### src/rtl/clk_pkg.sv
// Shared definitions for the digital clock time-setting sequencer.
// Contents:
//   state_t              - sequencer states (RUN, SET_HR, SET_MIN, SET_SEC)
//   FIELD_*              - codes presented on the 'field' output
//   HOUR_MAX/MINSEC_MAX  - decimal wrap limits of the BCD counters
//   next_state()         - state transition helper
//   field_of()           - maps a state to the field code it presents
//   mask_of()            - builds the per-digit blank mask for a field
package clk_pkg;

    typedef enum logic [1:0] {
        RUN     = 2'd0,
        SET_HR  = 2'd1,
        SET_MIN = 2'd2,
        SET_SEC = 2'd3
    } state_t;

    localparam logic [1:0] FIELD_NONE = 2'd0;
    localparam logic [1:0] FIELD_HR   = 2'd1;
    localparam logic [1:0] FIELD_MIN  = 2'd2;
    localparam logic [1:0] FIELD_SEC  = 2'd3;

    localparam int HOUR_MAX   = 23;
    localparam int MINSEC_MAX = 59;

    // Leaving SET always wins over a select edge, and RUN ignores buttons,
    // so only a live SET state can step through the fields.
    function automatic state_t next_state(input state_t s, input logic set_en,
                                          input logic sel_edge);
        state_t n;
        n = s;
        case (s)
            RUN:     n = set_en ? SET_HR : RUN;
            SET_HR:  n = !set_en ? RUN : (sel_edge ? SET_MIN : SET_HR);
            SET_MIN: n = !set_en ? RUN : (sel_edge ? SET_SEC : SET_MIN);
            SET_SEC: n = !set_en ? RUN : (sel_edge ? SET_HR : SET_SEC);
            default: n = RUN;
        endcase
        return n;
    endfunction

    function automatic logic [1:0] field_of(input state_t s);
        logic [1:0] f;
        case (s)
            SET_HR:  f = FIELD_HR;
            SET_MIN: f = FIELD_MIN;
            SET_SEC: f = FIELD_SEC;
            default: f = FIELD_NONE;
        endcase
        return f;
    endfunction

    // Both digits of the selected field follow the blink phase.
    function automatic logic [5:0] mask_of(input logic [1:0] f, input logic phase);
        logic [5:0] m;
        case (f)
            FIELD_HR:  m = {phase, phase, 4'b0000};
            FIELD_MIN: m = {2'b00, phase, phase, 2'b00};
            FIELD_SEC: m = {4'b0000, phase, phase};
            default:   m = 6'b000000;
        endcase
        return m;
    endfunction

endpackage

### src/rtl/bcd2_cnt.sv
// Two-digit BCD up-counter that wraps from MAX back to 00.
// Ports:
//   clk50mhz - system clock
//   rst_n    - asynchronous active-low reset, clears q to 00
//   inc      - advance by one on this clock edge
//   q        - registered BCD value, [7:4] tens, [3:0] units
//   carry    - high in the cycle an increment wraps MAX -> 00, so a
//              neighbouring counter can advance on the same edge
module bcd2_cnt #(
    parameter int MAX = 59
) (
    input  logic       clk50mhz,
    input  logic       rst_n,
    input  logic       inc,
    output logic [7:0] q,
    output logic       carry
);

    localparam logic [3:0] MAX_TENS  = 4'(MAX / 10);
    localparam logic [3:0] MAX_UNITS = 4'(MAX % 10);

    logic at_max;

    assign at_max = (q[7:4] == MAX_TENS) && (q[3:0] == MAX_UNITS);
    assign carry  = inc && at_max;

    // Units roll 9 -> 0 into the tens digit; the full value wraps at MAX,
    // so the digits never leave the BCD range.
    always_ff @(posedge clk50mhz or negedge rst_n) begin
        if (!rst_n) begin
            q <= 8'h00;
        end else if (inc) begin
            if (at_max) begin
                q <= 8'h00;
            end else if (q[3:0] == 4'd9) begin
                q[3:0] <= 4'd0;
                q[7:4] <= q[7:4] + 4'd1;
            end else begin
                q[3:0] <= q[3:0] + 4'd1;
            end
        end
    end

endmodule

### src/rtl/time_set_ctrl.sv
// Time register sequencer for the digital clock.
// RUN advances HH:MM:SS once per second; SET freezes time and lets the
// select/increment buttons pick and bump the hour, minute or second field.
// Ports:
//   clk50mhz   - system clock (CLK_HZ)
//   rst_n      - asynchronous active-low reset
//   set_en     - level, 1 = time-setting mode
//   btn_sel    - debounced level, rising edge selects the next field
//   btn_inc    - debounced level, rising edge increments the selected field
//   hour/min/sec - BCD time digits
//   blink_mask - 1 = blank digit, [5:4] hour, [3:2] min, [1:0] sec
//   field      - 0 none, 1 hour, 2 min, 3 sec
//   tick_1hz   - one-cycle pulse each RUN second
module time_set_ctrl
    import clk_pkg::*;
#(
    parameter int CLK_HZ   = 50000000,
    parameter int BLINK_HZ = 2
) (
    input  logic       clk50mhz,
    input  logic       rst_n,
    input  logic       set_en,
    input  logic       btn_sel,
    input  logic       btn_inc,
    output logic [7:0] hour,
    output logic [7:0] min,
    output logic [7:0] sec,
    output logic [5:0] blink_mask,
    output logic [1:0] field,
    output logic       tick_1hz
);

    localparam int PW   = (CLK_HZ > 1) ? $clog2(CLK_HZ) : 1;
    localparam int HALF = (CLK_HZ / (2 * BLINK_HZ) > 0) ? CLK_HZ / (2 * BLINK_HZ) : 1;
    localparam int BW   = $clog2(HALF + 1);

    localparam logic [PW-1:0] PRESC_LAST = PW'(CLK_HZ - 1);
    localparam logic [BW-1:0] BLINK_LAST = BW'(HALF - 1);

    state_t        state;
    state_t        state_nxt;
    logic [1:0]    field_nxt;
    logic [PW-1:0] presc;
    logic [BW-1:0] blink_cnt;
    logic          phase;
    logic          sel_q;
    logic          inc_q;

    logic sel_edge;
    logic inc_edge;
    logic run_tick;
    logic inc_live;
    logic sec_inc;
    logic min_inc;
    logic hr_inc;
    logic sec_carry;
    logic min_carry;
    logic hr_carry_unused;

    assign sel_edge = btn_sel && !sel_q;
    assign inc_edge = btn_inc && !inc_q;

    // A second only elapses while staying in RUN; the cycle that enters SET
    // already counts as frozen.
    assign run_tick = (state == RUN) && !set_en && (presc == PRESC_LAST);

    // Edges are honoured only in a SET state that is not being left this cycle.
    assign inc_live = (state != RUN) && set_en && inc_edge;

    // Carries only ride on the RUN tick, so a SET increment never spills over.
    assign sec_inc = run_tick || (inc_live && (state == SET_SEC));
    assign min_inc = (run_tick && sec_carry) || (inc_live && (state == SET_MIN));
    assign hr_inc  = (run_tick && min_carry) || (inc_live && (state == SET_HR));

    assign state_nxt = next_state(state, set_en, sel_edge);
    assign field_nxt = field_of(state_nxt);

    bcd2_cnt #(.MAX(MINSEC_MAX)) u_sec (
        .clk50mhz (clk50mhz),
        .rst_n    (rst_n),
        .inc      (sec_inc),
        .q        (sec),
        .carry    (sec_carry)
    );

    bcd2_cnt #(.MAX(MINSEC_MAX)) u_min (
        .clk50mhz (clk50mhz),
        .rst_n    (rst_n),
        .inc      (min_inc),
        .q        (min),
        .carry    (min_carry)
    );

    bcd2_cnt #(.MAX(HOUR_MAX)) u_hour (
        .clk50mhz (clk50mhz),
        .rst_n    (rst_n),
        .inc      (hr_inc),
        .q        (hour),
        .carry    (hr_carry_unused)
    );

    // Sequencer state, prescaler, edge history and blink generator.
    // The prescaler sits at 0 outside RUN so the first tick after leaving
    // SET arrives a full second later. The blink counter restarts with the
    // phase cleared whenever the presented field changes, so a newly
    // selected field starts out visible; blink_mask is computed from the
    // next field/phase so it lines up with the registered field output.
    always_ff @(posedge clk50mhz or negedge rst_n) begin
        if (!rst_n) begin
            state      <= RUN;
            field      <= FIELD_NONE;
            presc      <= '0;
            tick_1hz   <= 1'b0;
            blink_cnt  <= '0;
            phase      <= 1'b0;
            blink_mask <= 6'b000000;
            sel_q      <= 1'b0;
            inc_q      <= 1'b0;
        end else begin
            state    <= state_nxt;
            field    <= field_nxt;
            sel_q    <= btn_sel;
            inc_q    <= btn_inc;
            tick_1hz <= run_tick;

            if ((state == RUN) && !set_en && !run_tick) begin
                presc <= presc + PW'(1);
            end else begin
                presc <= '0;
            end

            if (field_nxt != field) begin
                blink_cnt  <= '0;
                phase      <= 1'b0;
                blink_mask <= mask_of(field_nxt, 1'b0);
            end else if (blink_cnt == BLINK_LAST) begin
                blink_cnt  <= '0;
                phase      <= !phase;
                blink_mask <= mask_of(field_nxt, !phase);
            end else begin
                blink_cnt  <= blink_cnt + BW'(1);
                blink_mask <= mask_of(field_nxt, phase);
            end
        end
    end

endmodule
### config.mk
export PLATFORM = sky130hd
export DESIGN_NAME = time_set_ctrl
export DESIGN_NICKNAME = d
export VERILOG_FILES = /design/src/rtl/clk_pkg.sv /design/src/rtl/bcd2_cnt.sv /design/src/rtl/time_set_ctrl.sv
export SDC_FILE = /design/constraint.sdc
export NUM_CORES = 1
export LEC_CHECK = 0
export CELL_PAD_IN_SITES_DETAIL_PLACEMENT = 0
export CELL_PAD_IN_SITES_GLOBAL_PLACEMENT = 2
export CORE_MARGIN = 2
export CORE_UTILIZATION = 37
export CTS_BUF_LIST = sky130_fd_sc_hd__clkbuf_16
export CTS_CLUSTER_DIAMETER = 50
export DETAILED_ROUTE_END_ITERATION = 7
export GPL_TIMING_DRIVEN = 0
export PLACE_DENSITY_LB_ADDON = 0.1
export SLEW_MARGIN = 20
export SYNTH_ARGS = -nofsm -noshare
export SYNTH_HDL_FRONTEND = slang
export SYNTH_HIERARCHICAL = 1
export SYNTH_SLANG_ARGS = --single-unit
### constraint.sdc
create_clock -name clk50mhz -period 4.2 [get_ports clk50mhz]
set_clock_uncertainty 0.1 [all_clocks]
set_input_delay 0.42 -clock clk50mhz [delete_from_list [all_inputs] [get_ports clk50mhz]]
set_output_delay 0.42 -clock clk50mhz [all_outputs]
set_load 0.1 [all_outputs]
# Word level (Yosys, flattened, before mapping)
# Cells that the tools add are included.
# word_totals
register_bits	88
input_bits	5
output_inout_bits	33
elab_cells	103
# op_classes
addsub	8
eq_ne	19
muxes	27
reduce_logical	34
# op_table
cell	n
$mux 24	2
$pmux 6 s3	2
$add 26x1->26 const B	1
$eq 26x26->1 const B	1
$mux 26	1
$add 24x1->24 const B	1
$add 4x1->4 const B	6
$eq 24x24->1 const B	1
$mux 4	6
$mux 8	3
$logic_and 1x1->1	17
$eq 2x2->1 const B	6
$eq 4x4->1 const B	3
$mux 6	2
$mux 2	5
$reduce_bool 2->1	5
$eq 4x2->1 const B	2
$eq 4x3->1 const B	2
$pmux 2 s4	1
$eq 2x1->1 const B	3
$pmux 2 s3	1
$reduce_and 2->1	3
$logic_not 1->1	5
$mux 1	4
other kinds (3)	5

# Longest topological paths before layout
# Gate-level depths: netlist (run 1).
# depth
word_depth	12
depth_mapped	17

# By module
# The synthesis (run 1) kept the hierarchy.
# modules_own_cells
module	n_inst	cells_per_inst	area_per_inst_um2
time_set_ctrl	1	292	2947.8
bcd2_cnt (u_min ...)	2	48	469.2
bcd2_cnt (u_hour)	1	45	462.9

# Least setup slack after synthesis (run 1)
# No wires, ideal clock.
# synth_timing
kind	register -> register
start	register presc[11]
end	register u_hour.q[7]
setup_ns	0.162
arrival_time_ns	2.932
t_required_ns	3.938
slack_ns	1.006
path_stages_with_launch	17
n_path_buf	3
path_cell_list	dfrtp_1 or4b_1 nor3_1 nand4_1 o22ai_1 buf_4 nand4b_4 nor2_1 o2bb2ai_1 buf_4 nand4b_4 nor2_1 o2bb2ai_1 buf_6 nand4_1 nor2_1 xor2_1
# synth_between
elab_chain_cells	10
# synth_rtl
item	line_no	source
from (decl)	time_set_ctrl.sv:43	logic [PW-1:0] presc;
from (signal assigned)	time_set_ctrl.sv:127	presc <= presc + PW'(1);
$eq 26x26->1	time_set_ctrl.sv:65	assign run_tick = (state == RUN) && !set_en && (presc == PRESC_LAST);
$logic_and 1x1->1	time_set_ctrl.sv:65	
$logic_or 1x1->1	time_set_ctrl.sv:71	assign sec_inc = run_tick || (inc_live && (state == SET_SEC));
net sec_inc	time_set_ctrl.sv:53	logic sec_inc;
$logic_and 1x1->1	bcd2_cnt.sv:25	assign carry = inc && at_max;
net sec_carry	time_set_ctrl.sv:56	logic sec_carry;
$logic_and 1x1->1	time_set_ctrl.sv:72	assign min_inc = (run_tick && sec_carry) || (inc_live && (state == SET_MIN));
$logic_or 1x1->1	time_set_ctrl.sv:72	
net min_inc	time_set_ctrl.sv:54	logic min_inc;
$logic_and 1x1->1	bcd2_cnt.sv:25	
net min_carry	time_set_ctrl.sv:57	logic min_carry;
$logic_and 1x1->1	time_set_ctrl.sv:73	assign hr_inc = (run_tick && min_carry) || (inc_live && (state == SET_HR));
$logic_or 1x1->1	time_set_ctrl.sv:73	
net hr_inc	time_set_ctrl.sv:55	logic hr_inc;
$reduce_and 2->1 (no line)	--	
to (signal assigned)	bcd2_cnt.sv:37	q[7:4] <= q[7:4] + 4'd1;
to (decl)	bcd2_cnt.sv:15	output logic [7:0] q,
# The timed path passes the listed nets, and every way through them passes these cells.
# A chain may end at the register's enable or synchronous reset.

# Worst setup path in the final report (run 1)
# layout_timing
start	register presc[16]
end	register u_hour.q[7]
# The elaborated chain is that of the path after synthesis.

==> flow_summary.html, run 1 <==
<table>
<tr><th>Metric</th><th>Value</th></tr>
<tr><th colspan="2">STA</th></tr>
<tr><td>Hold Violations, Final</td><td>0</td></tr>
<tr><td>Peak Freq</td><td>273 MHz</td></tr>
<tr><td>Final setup TNS</td><td>0 ps</td></tr>
<tr><td>Worst Slack Setup Final</td><td>532 ps</td></tr>
<tr><td>Final worst path period need</td><td>3670 ps</td></tr>
<tr><td>Unrepaired setup endpoints after global routing</td><td>false</td></tr>
<tr><td>Max Transition Viols Final</td><td>0</td></tr>
<tr><td>Actual slew at the worst max-slew pin</td><td>998 ps</td></tr>
<tr><td>Final setup violation count</td><td>0</td></tr>
<tr><td>Period utilization</td><td>87.3%</td></tr>
<tr><td>Worst-case hold slack</td><td>364 ps</td></tr>
<tr><td>Worst slew slack as a fraction of its limit</td><td>33.2%</td></tr>
<tr><th colspan="2">Global route</th></tr>
<tr><td>Via count of the first global-routing pass</td><td>3291</td></tr>
<tr><td>Global-route wire length before repair</td><td>about 16000 um</td></tr>
<tr><td>Total routing usage reported by global routing</td><td>16.1%</td></tr>
<tr><td>Initial antenna violation count</td><td>0</td></tr>
<tr><td>Total congestion overflow after global routing</td><td>0</td></tr>
<tr><td>Maximum number of pins on one net before global-route repair</td><td>48</td></tr>
<tr><th colspan="2">Place</th></tr>
<tr><td>Post-placement cell area</td><td>4910 um2</td></tr>
<tr><td>Detailed-placement wirelength estimate</td><td>6280 um</td></tr>
<tr><td>Placer's final routability congestion estimate</td><td>0.755</td></tr>
<tr><td>Pre-CTS WS</td><td>489 ps</td></tr>
<tr><td>Count of input and output buffers</td><td>36</td></tr>
<tr><th colspan="2">Cells and area</th></tr>
<tr><td>Share of cells above drive strength 1</td><td>10.7%</td></tr>
<tr><td>Number of fill cells</td><td>about 1200</td></tr>
<tr><td>Number of antenna diodes</td><td>0</td></tr>
<tr><td>Area growth, synth to finish</td><td>19.8%</td></tr>
<tr><td>Count of nets after finishing</td><td>498</td></tr>
<tr><td>Final std cell area, no fill</td><td>5200 um2</td></tr>
<tr><th colspan="2">Detailed routing</th></tr>
<tr><td>Final routed DRC violation total</td><td>0</td></tr>
<tr><td>Number of routed nets with antenna violations</td><td>0</td></tr>
<tr><td>Routed Wire Length</td><td>9050 um</td></tr>
<tr><td>WL/cell</td><td>14.4 um</td></tr>
<tr><td>Detailed Route Iter0 Violations</td><td>127</td></tr>
<tr><td>Drt first pass iters</td><td>4</td></tr>
<tr><td>Number of vias after detailed routing</td><td>between 3000 and 4000</td></tr>
<tr><td>Vias per inst</td><td>5.06</td></tr>
<tr><th colspan="2">Floorplanning</th></tr>
<tr><td>Die area</td><td>12600 um2</td></tr>
<tr><td>Chip Height</td><td>112 um</td></tr>
<tr><td>Core Rows</td><td>39</td></tr>
<tr><td>Chip width</td><td>between 100 and 150 um</td></tr>
<tr><td>CORE AREA</td><td>11400 um2</td></tr>
<tr><td>Initial Util</td><td>38.0%</td></tr>
<tr><td>Ports placed on the boundary</td><td>38</td></tr>
<tr><th colspan="2">CTS</th></tr>
<tr><td>Number of buffers between clock root and the deepest sink</td><td>2</td></tr>
<tr><td>Number of instances resized during post-cts repair</td><td>0</td></tr>
<tr><td>Number of buffers created by CTS</td><td>9</td></tr>
<tr><td>CTS clock-pin slew for the worst setup and hold paths</td><td>60 ps</td></tr>
<tr><td>Clock tree from TritonCTS</td><td>done</td></tr>
<tr><td>Number of sinks handled by clock tree synthesis</td><td>84</td></tr>
<tr><td>Clock Latency Late Sink</td><td>350 ps</td></tr>
<tr><td>Clock Tree Root</td><td>clkbuf_16</td></tr>
<tr><td>Setup bufs post-CTS</td><td>0</td></tr>
<tr><td>H-tree depth</td><td>3</td></tr>
<tr><th colspan="2">Hold path</th></tr>
<tr><td>Startpoint of the tightest hold check path</td><td>presc[0]</td></tr>
<tr><td>Worst hold endpoint</td><td>presc[0]</td></tr>
<tr><td>Hold Path Stages</td><td>1</td></tr>
<tr><td>Class of the tightest hold or removal check</td><td>reg2reg</td></tr>
<tr><th colspan="2">Outcome</th></tr>
<tr><td>Result of the run</td><td>finished, final reports clean</td></tr>
<tr><th colspan="2">Pwr</th></tr>
<tr><td>Largest vdd supply drop</td><td>0.296 mV</td></tr>
<tr><td>Clk network pwr share</td><td>38.0%</td></tr>
<tr><td>Switching power share of the total</td><td>about a third</td></tr>
<tr><td>Internal Power</td><td>roughly 1.4 mW</td></tr>
<tr><td>P per Cell Area</td><td>391 nW/um2</td></tr>
<tr><td>Total leakage power</td><td>2.31 nW</td></tr>
<tr><td>Net Sw Power</td><td>0.644 mW</td></tr>
<tr><td>Sequential power share</td><td>43.7%</td></tr>
<tr><td>Combinational cell fraction of total power</td><td>18.3%</td></tr>
<tr><td>Total power of the final layout</td><td>2.04 mW</td></tr>
<tr><th colspan="2">Worst setup path</th></tr>
<tr><td>Arrival time reported for the critical path endpoint</td><td>3840 ps</td></tr>
<tr><td>End of the worst register-to-register path</td><td>u_hour/q[7]</td></tr>
<tr><td>Origin of the critical flop-to-flop path</td><td>presc[16]</td></tr>
<tr><td>Launching element type of the critical path</td><td>flop</td></tr>
<tr><td>Delay contributed by the slowest stage of the critical path</td><td>approximately 540 ps</td></tr>
<tr><td>Cell-by-cell trace of the critical path</td><td>or4b_1 -&gt; nor3_1 -&gt; nand4_1 -&gt; o22ai_1 -&gt; buf_4 -&gt; nand4b_4 -&gt; nor2_1 -&gt; o2bb2ai_1 -&gt; buf_4 -&gt; nand4b_4 -&gt; nor2_1 -&gt; o2bb2ai_1 -&gt; buf_6 -&gt; nand4_1 -&gt; nor2_1 -&gt; xor2_1</td></tr>
<tr><td>Crit path top cell by count</td><td>nor2_1</td></tr>
<tr><td>Endpoint type of the worst setup path</td><td>flop</td></tr>
<tr><td>Worst-path cell with the longest stage delay</td><td>or4b_1</td></tr>
<tr><td>Count of cells along the worst register-to-register path</td><td>16</td></tr>
<tr><td>Crit path required time</td><td>4370 ps</td></tr>
<tr><td>Highest fanout seen on the critical path</td><td>10</td></tr>
<tr><td>Reg-to-reg setup timing slack</td><td>530 ps</td></tr>
<tr><td>Crit path kind</td><td>reg2reg</td></tr>
<tr><th colspan="2">Run</th></tr>
<tr><td>Maximum Capacitance Violations</td><td>0</td></tr>
<tr><th colspan="2">Logic synthesis</th></tr>
<tr><td>Mapped Cells</td><td>432</td></tr>
<tr><td>Number of warnings reported in the yosys synthesis log</td><td>6</td></tr>
<tr><td>Synthesized net count</td><td>449</td></tr>
<tr><td>Average cell area after synthesis</td><td>10.1 um2</td></tr>
<tr><td>Synthesized cell area</td><td>4340 um2</td></tr>
</table>
## registers in the layout, summed over array words and instances (netlist names)
name,flops
u_min/q,8
presc,26
blink_mask,3
u_sec/q,8
blink_cnt,24
inc_q,1
u_hour/q,8
field,1
tick_1hz,1
state,2
phase,1
sel_q,1
## what timing repair did
action / CTS / global route
hold buffers: 1 / 0
setup endpoints to repair: 0 / 0
endpoints found under the hold margin: 37 / 0
## stage by stage
step	cells	util [%]
2_1_floorplan	432	-
6_report	629	45.6
4_1_cts	629	45.6
3_3_place_gp	611	42.8
5_1_grt	629	45.6
3_5_place_dp	612	43.0
## cell usage in the layout (no fill, tap or decap), types with 3 or more instances in the layout
cell type / instances
dfrtp_1: 84
nor2_1: 68
nand2_1: 38
clkdlybuf4s50_1: 35
xor2_1: 30
nand3_1: 28
xnor2_1: 22
o21ai_0: 17
inv_1: 15
nand4_1: 14
ha_1: 12
buf_4: 9
clkbuf_16: 9
nor2b_1: 7
nor3_1: 7
and3_1: 7
nand2b_1: 7
o22ai_1: 6
and4b_2: 6
clkbuf_1: 3
and2_1: 3
nand3b_1: 3
clkinv_2: 3
a21o_1: 3
## layer usage
metal / vias to the layer above / wire length, um / part of all wire [%] / global-route usage (%)
li1: 1588 / - / - / -
met1: 1550 / 4610 / 51 / 22.3
met2: 33 / 4000 / 44 / 24.3
met3: 13 / 244 / 2.7 / 3.19
met4: 0 / 196 / 2.2 / 7.32
met5: - / 0 / 0 / 0
## area by class of cell
| type | instances | area (um2) | area share, % |
|---|---|---|---|
| Buffer | 14 | 92.6 | 1.78 |
| Sequential cell | 84 | 2100 | 40.4 |
| Multi-Input combinational cell | 321 | 2100 | 40.4 |
| Clock buffer | 9 | 225 | 4.33 |
| Timing Repair Buffer | 38 | 395 | 7.60 |
| Inverter | 13 | 48.8 | 0.938 |
| Clock inverter | 7 | 60.1 | 1.15 |
| Tap cell | 143 | 179 | 3.44 |
## worst max-delay path, delay by kind of cell (launching register included)
family          cells  cell delay [ps]
simple gates        9             1700
compound gates      3              630
buf+inv             3              610
flops               1              410
xor+xnor            1              150
## power by group through the flow
stage	Sequential (mW)	Combinational (mW)	Clock, mW
global route	0.899	0.397	0.837
CTS	0.891	0.379	0.801
floorplan	1.08	0.0975	0
finish	0.890	0.373	0.773
detailed placement	0.906	0.377	0
global placement	0.904	0.370	0
## worst max path at each step
| stage | startpoint | end | slack [ps] | cells past startpoint |
|---|---|---|---|---|
| after floorplan | presc[11] | u_hour/q[7] | 1010 | 16 |
| after global placement | rst_n | blink_cnt[18] | -660 | 1 |
| after detailed placement | presc[16] | u_hour/q[7] | 490 | 16 |
| after CTS | presc[16] | u_hour/q[3] | 450 | 16 |
| after global routing | presc[11] | u_hour/q[3] | 100 | 16 |
| final | presc[16] | u_hour/q[7] | 530 | 16 |
(Power assumes the default switching activity.)
==> inputs of run 2 (changes only) <==
CTS_CLUSTER_SIZE = 8   (was default)
==> results of run 2 <==
The final DEF is identical to that of run 1; final timing and power are the same.
==> inputs of run 3 (changes only) <==
SKIP_CTS_REPAIR_TIMING = 1   (was default)
==> flow_summary.html, run 3 (synthesis gave the netlist of run 1 again) <==
<table>
<tr><th>Metric</th><th>Value</th></tr>
<tr><th colspan="2">Global route</th></tr>
<tr><td>Initial antenna violation count</td><td>0</td></tr>
<tr><td>Total congestion overflow after global routing</td><td>0</td></tr>
<tr><td>Total routing usage reported by global routing</td><td>between 10% and 20%</td></tr>
<tr><td>Via count of the first global-routing pass</td><td>3291</td></tr>
<tr><td>Global-route wire length before repair</td><td>roughly 16000 um</td></tr>
<tr><td>Maximum number of pins on one net before global-route repair</td><td>48</td></tr>
<tr><th colspan="2">Detailed routing</th></tr>
<tr><td>Drt first pass iters</td><td>4</td></tr>
<tr><td>Final routed DRC violation total</td><td>0</td></tr>
<tr><td>Detailed Route Iter0 Violations</td><td>127</td></tr>
<tr><td>Vias per inst</td><td>5.06</td></tr>
<tr><td>Number of routed nets with antenna violations</td><td>0</td></tr>
<tr><td>Routed Wire Length</td><td>between 9000 and 10000 um</td></tr>
<tr><td>Number of vias after detailed routing</td><td>3184</td></tr>
<tr><td>WL/cell</td><td>14.4 um</td></tr>
<tr><th colspan="2">STA</th></tr>
<tr><td>Period utilization</td><td>87.3%</td></tr>
<tr><td>Worst Slack Setup Final</td><td>approximately 530 ps</td></tr>
<tr><td>Unrepaired setup endpoints after global routing</td><td>false</td></tr>
<tr><td>Hold Violations, Final</td><td>0</td></tr>
<tr><td>Final worst path period need</td><td>3670 ps</td></tr>
<tr><td>Worst slew slack as a fraction of its limit</td><td>roughly 33%</td></tr>
<tr><td>Final setup violation count</td><td>0</td></tr>
<tr><td>Worst-case hold slack</td><td>364 ps</td></tr>
<tr><td>Final setup TNS</td><td>0 ps</td></tr>
<tr><td>Max Transition Viols Final</td><td>0</td></tr>
<tr><td>Peak Freq</td><td>between 200 and 300 MHz</td></tr>
<tr><td>Actual slew at the worst max-slew pin</td><td>998 ps</td></tr>
<tr><th colspan="2">Worst setup path</th></tr>
<tr><td>Count of cells along the worst register-to-register path</td><td>16</td></tr>
<tr><td>Total number of cells along the worst setup path</td><td>16</td></tr>
<tr><td>Crit path top cell by count</td><td>nor2_1</td></tr>
<tr><td>Origin of the critical flop-to-flop path</td><td>presc[16]</td></tr>
<tr><td>Reg-to-reg setup timing slack</td><td>530 ps</td></tr>
<tr><td>Destination of the critical timing path</td><td>u_hour/q[7]</td></tr>
<tr><td>Cell type group with the largest total delay on the critical path</td><td>simple AND/OR/NAND/NOR gates</td></tr>
<tr><td>Buffers plus inverters on the worst setup path</td><td>3</td></tr>
<tr><td>Crit path required time</td><td>4370 ps</td></tr>
<tr><td>Arrival time reported for the critical path endpoint</td><td>3840 ps</td></tr>
<tr><td>Cell-by-cell trace of the critical path</td><td>or4b_1 -&gt; nor3_1 -&gt; nand4_1 -&gt; o22ai_1 -&gt; buf_4 -&gt; nand4b_4 -&gt; nor2_1 -&gt; o2bb2ai_1 -&gt; buf_4 -&gt; nand4b_4 -&gt; nor2_1 -&gt; o2bb2ai_1 -&gt; buf_6 -&gt; nand4_1 -&gt; nor2_1 -&gt; xor2_1</td></tr>
<tr><td>Crit path kind</td><td>reg2reg</td></tr>
<tr><td>End of the worst register-to-register path</td><td>u_hour/q[7]</td></tr>
<tr><td>Highest fanout seen on the critical path</td><td>10</td></tr>
<tr><td>Launching element type of the critical path</td><td>flop</td></tr>
<tr><td>Beginning of the critical path</td><td>presc[16]</td></tr>
<tr><td>Worst-path cell with the longest stage delay</td><td>or4b_1</td></tr>
<tr><td>Delay contributed by the slowest stage of the critical path</td><td>540 ps</td></tr>
<tr><td>Endpoint type of the worst setup path</td><td>flop</td></tr>
<tr><th colspan="2">Pwr</th></tr>
<tr><td>Largest vdd supply drop</td><td>between 0.2 and 0.3 mV</td></tr>
<tr><td>P per Cell Area</td><td>391 nW/um2</td></tr>
<tr><td>Total power of the final layout</td><td>2.04 mW</td></tr>
<tr><td>Switching power share of the total</td><td>31.6%</td></tr>
<tr><td>Net Sw Power</td><td>0.644 mW</td></tr>
<tr><td>Internal Power</td><td>1.39 mW</td></tr>
<tr><td>Total leakage power</td><td>2.31 nW</td></tr>
<tr><td>Clk network pwr share</td><td>between 30% and 40%</td></tr>
<tr><td>Combinational cell fraction of total power</td><td>about 18%</td></tr>
<tr><td>Sequential power share</td><td>43.7%</td></tr>
<tr><th colspan="2">Floorplanning</th></tr>
<tr><td>Chip Height</td><td>112 um</td></tr>
<tr><td>Ports placed on the boundary</td><td>38</td></tr>
<tr><td>Core Rows</td><td>39</td></tr>
<tr><td>Initial Util</td><td>38.0%</td></tr>
<tr><td>CORE AREA</td><td>11400 um2</td></tr>
<tr><td>Chip width</td><td>112 um</td></tr>
<tr><td>Die area</td><td>12600 um2</td></tr>
<tr><th colspan="2">Cells and area</th></tr>
<tr><td>Largest registers</td><td>presc x26, blink_cnt x24</td></tr>
<tr><td>Number of antenna diodes</td><td>0</td></tr>
<tr><td>Total area of multi-input combinational cells</td><td>between 2000 and 2500 um2</td></tr>
<tr><td>Area growth, synth to finish</td><td>19.8%</td></tr>
<tr><td>Seq. cell area</td><td>roughly 2100 um2</td></tr>
<tr><td>Commonest non-fill, non-tap cell in the layout</td><td>dfrtp_1</td></tr>
<tr><td>Flip-flop count of the largest register, all copies and words added</td><td>26</td></tr>
<tr><td>Number of fill cells</td><td>1162</td></tr>
<tr><td>Final std cell area, no fill</td><td>5200 um2</td></tr>
<tr><td>Share of cells above drive strength 1</td><td>10.7%</td></tr>
<tr><td>Most used cells in the layout excluding fill and tap cells</td><td>dfrtp_1 (84), nor2_1 (68), nand2_1 (38)</td></tr>
<tr><td>Largest Register</td><td>presc</td></tr>
<tr><td>Final Util</td><td>roughly 46%</td></tr>
<tr><td>Final Instance Count excl. Fillers</td><td>629</td></tr>
<tr><td>Count of nets after finishing</td><td>498</td></tr>
<tr><th colspan="2">CTS</th></tr>
<tr><td>Clock tree from TritonCTS</td><td>done</td></tr>
<tr><td>Clock Latency Late Sink</td><td>between 300 and 400 ps</td></tr>
<tr><td>Clock Tree Root</td><td>clkbuf_16</td></tr>
<tr><td>Number of buffers created by CTS</td><td>9</td></tr>
<tr><td>H-tree depth</td><td>3</td></tr>
<tr><td>Number of sinks handled by clock tree synthesis</td><td>84</td></tr>
<tr><td>CTS clock-pin slew for the worst setup and hold paths</td><td>60 ps</td></tr>
<tr><td>Number of buffers between clock root and the deepest sink</td><td>2</td></tr>
<tr><th colspan="2">Place</th></tr>
<tr><td>Placer's final routability congestion estimate</td><td>0.755</td></tr>
<tr><td>Detailed-placement wirelength estimate</td><td>6280 um</td></tr>
<tr><td>Number of placed instances, taps included</td><td>612</td></tr>
<tr><td>Count of input and output buffers</td><td>36</td></tr>
<tr><td>Pre-CTS WS</td><td>489 ps</td></tr>
<tr><td>Post-placement cell area</td><td>4910 um2</td></tr>
<tr><th colspan="2">Hold path</th></tr>
<tr><td>Startpoint of the tightest hold check path</td><td>presc[0]</td></tr>
<tr><td>Class of the tightest hold or removal check</td><td>reg2reg</td></tr>
<tr><th colspan="2">Outcome</th></tr>
<tr><td>Result of the run</td><td>finished, final reports clean</td></tr>
<tr><th colspan="2">Run</th></tr>
<tr><td>Maximum Capacitance Violations</td><td>0</td></tr>
</table>
run 3: worst min path at each step:
| stage | endpoint | slack, ps | depth (start not counted) |
|---|---|---|---|
| finish | presc[0] | 360 | 1 |
| global route | presc[0] | 400 | 1 |
| CTS | presc[5] | -30 | 1 |
| detailed placement | presc[5] | 340 | 1 |
| global placement | presc[0] | 360 | 1 |
| floorplan | blink_cnt[0] | 20 | 0 |
run 3: power by group through the flow:
stage / sequential, mW / clock (mW) / combinational [mW]
2_1_floorplan: 1.08 / 0 / 0.0975
3_5_place_dp: 0.906 / 0 / 0.377
5_1_grt: 0.899 / 0.837 / 0.397
4_1_cts: 0.891 / 0.801 / 0.378
6_report: 0.890 / 0.773 / 0.373
3_3_place_gp: 0.904 / 0 / 0.370
run 3: layout make-up:
class                           instances  area share [%]
Multi-Input combinational cell        321            40.4
Inverter                               13           0.938
Clock inverter                          7            1.15
Buffer                                 14            1.78
Clock buffer                            9            4.33
Sequential cell                        84            40.4
Timing Repair Buffer                   38            7.60
Tap cell                              143            3.44
run 3: per-layer routing:
layer / up-vias / global-route usage, % / share of wire (%) / routed length, um
li1: 1588 / - / - / -
met1: 1550 / 22.3 / 51 / 4610
met2: 33 / 24.3 / 44 / 4000
met3: 13 / 3.19 / 2.7 / 244
met4: 0 / 7.32 / 2.2 / 196
met5: - / 0 / 0 / 0
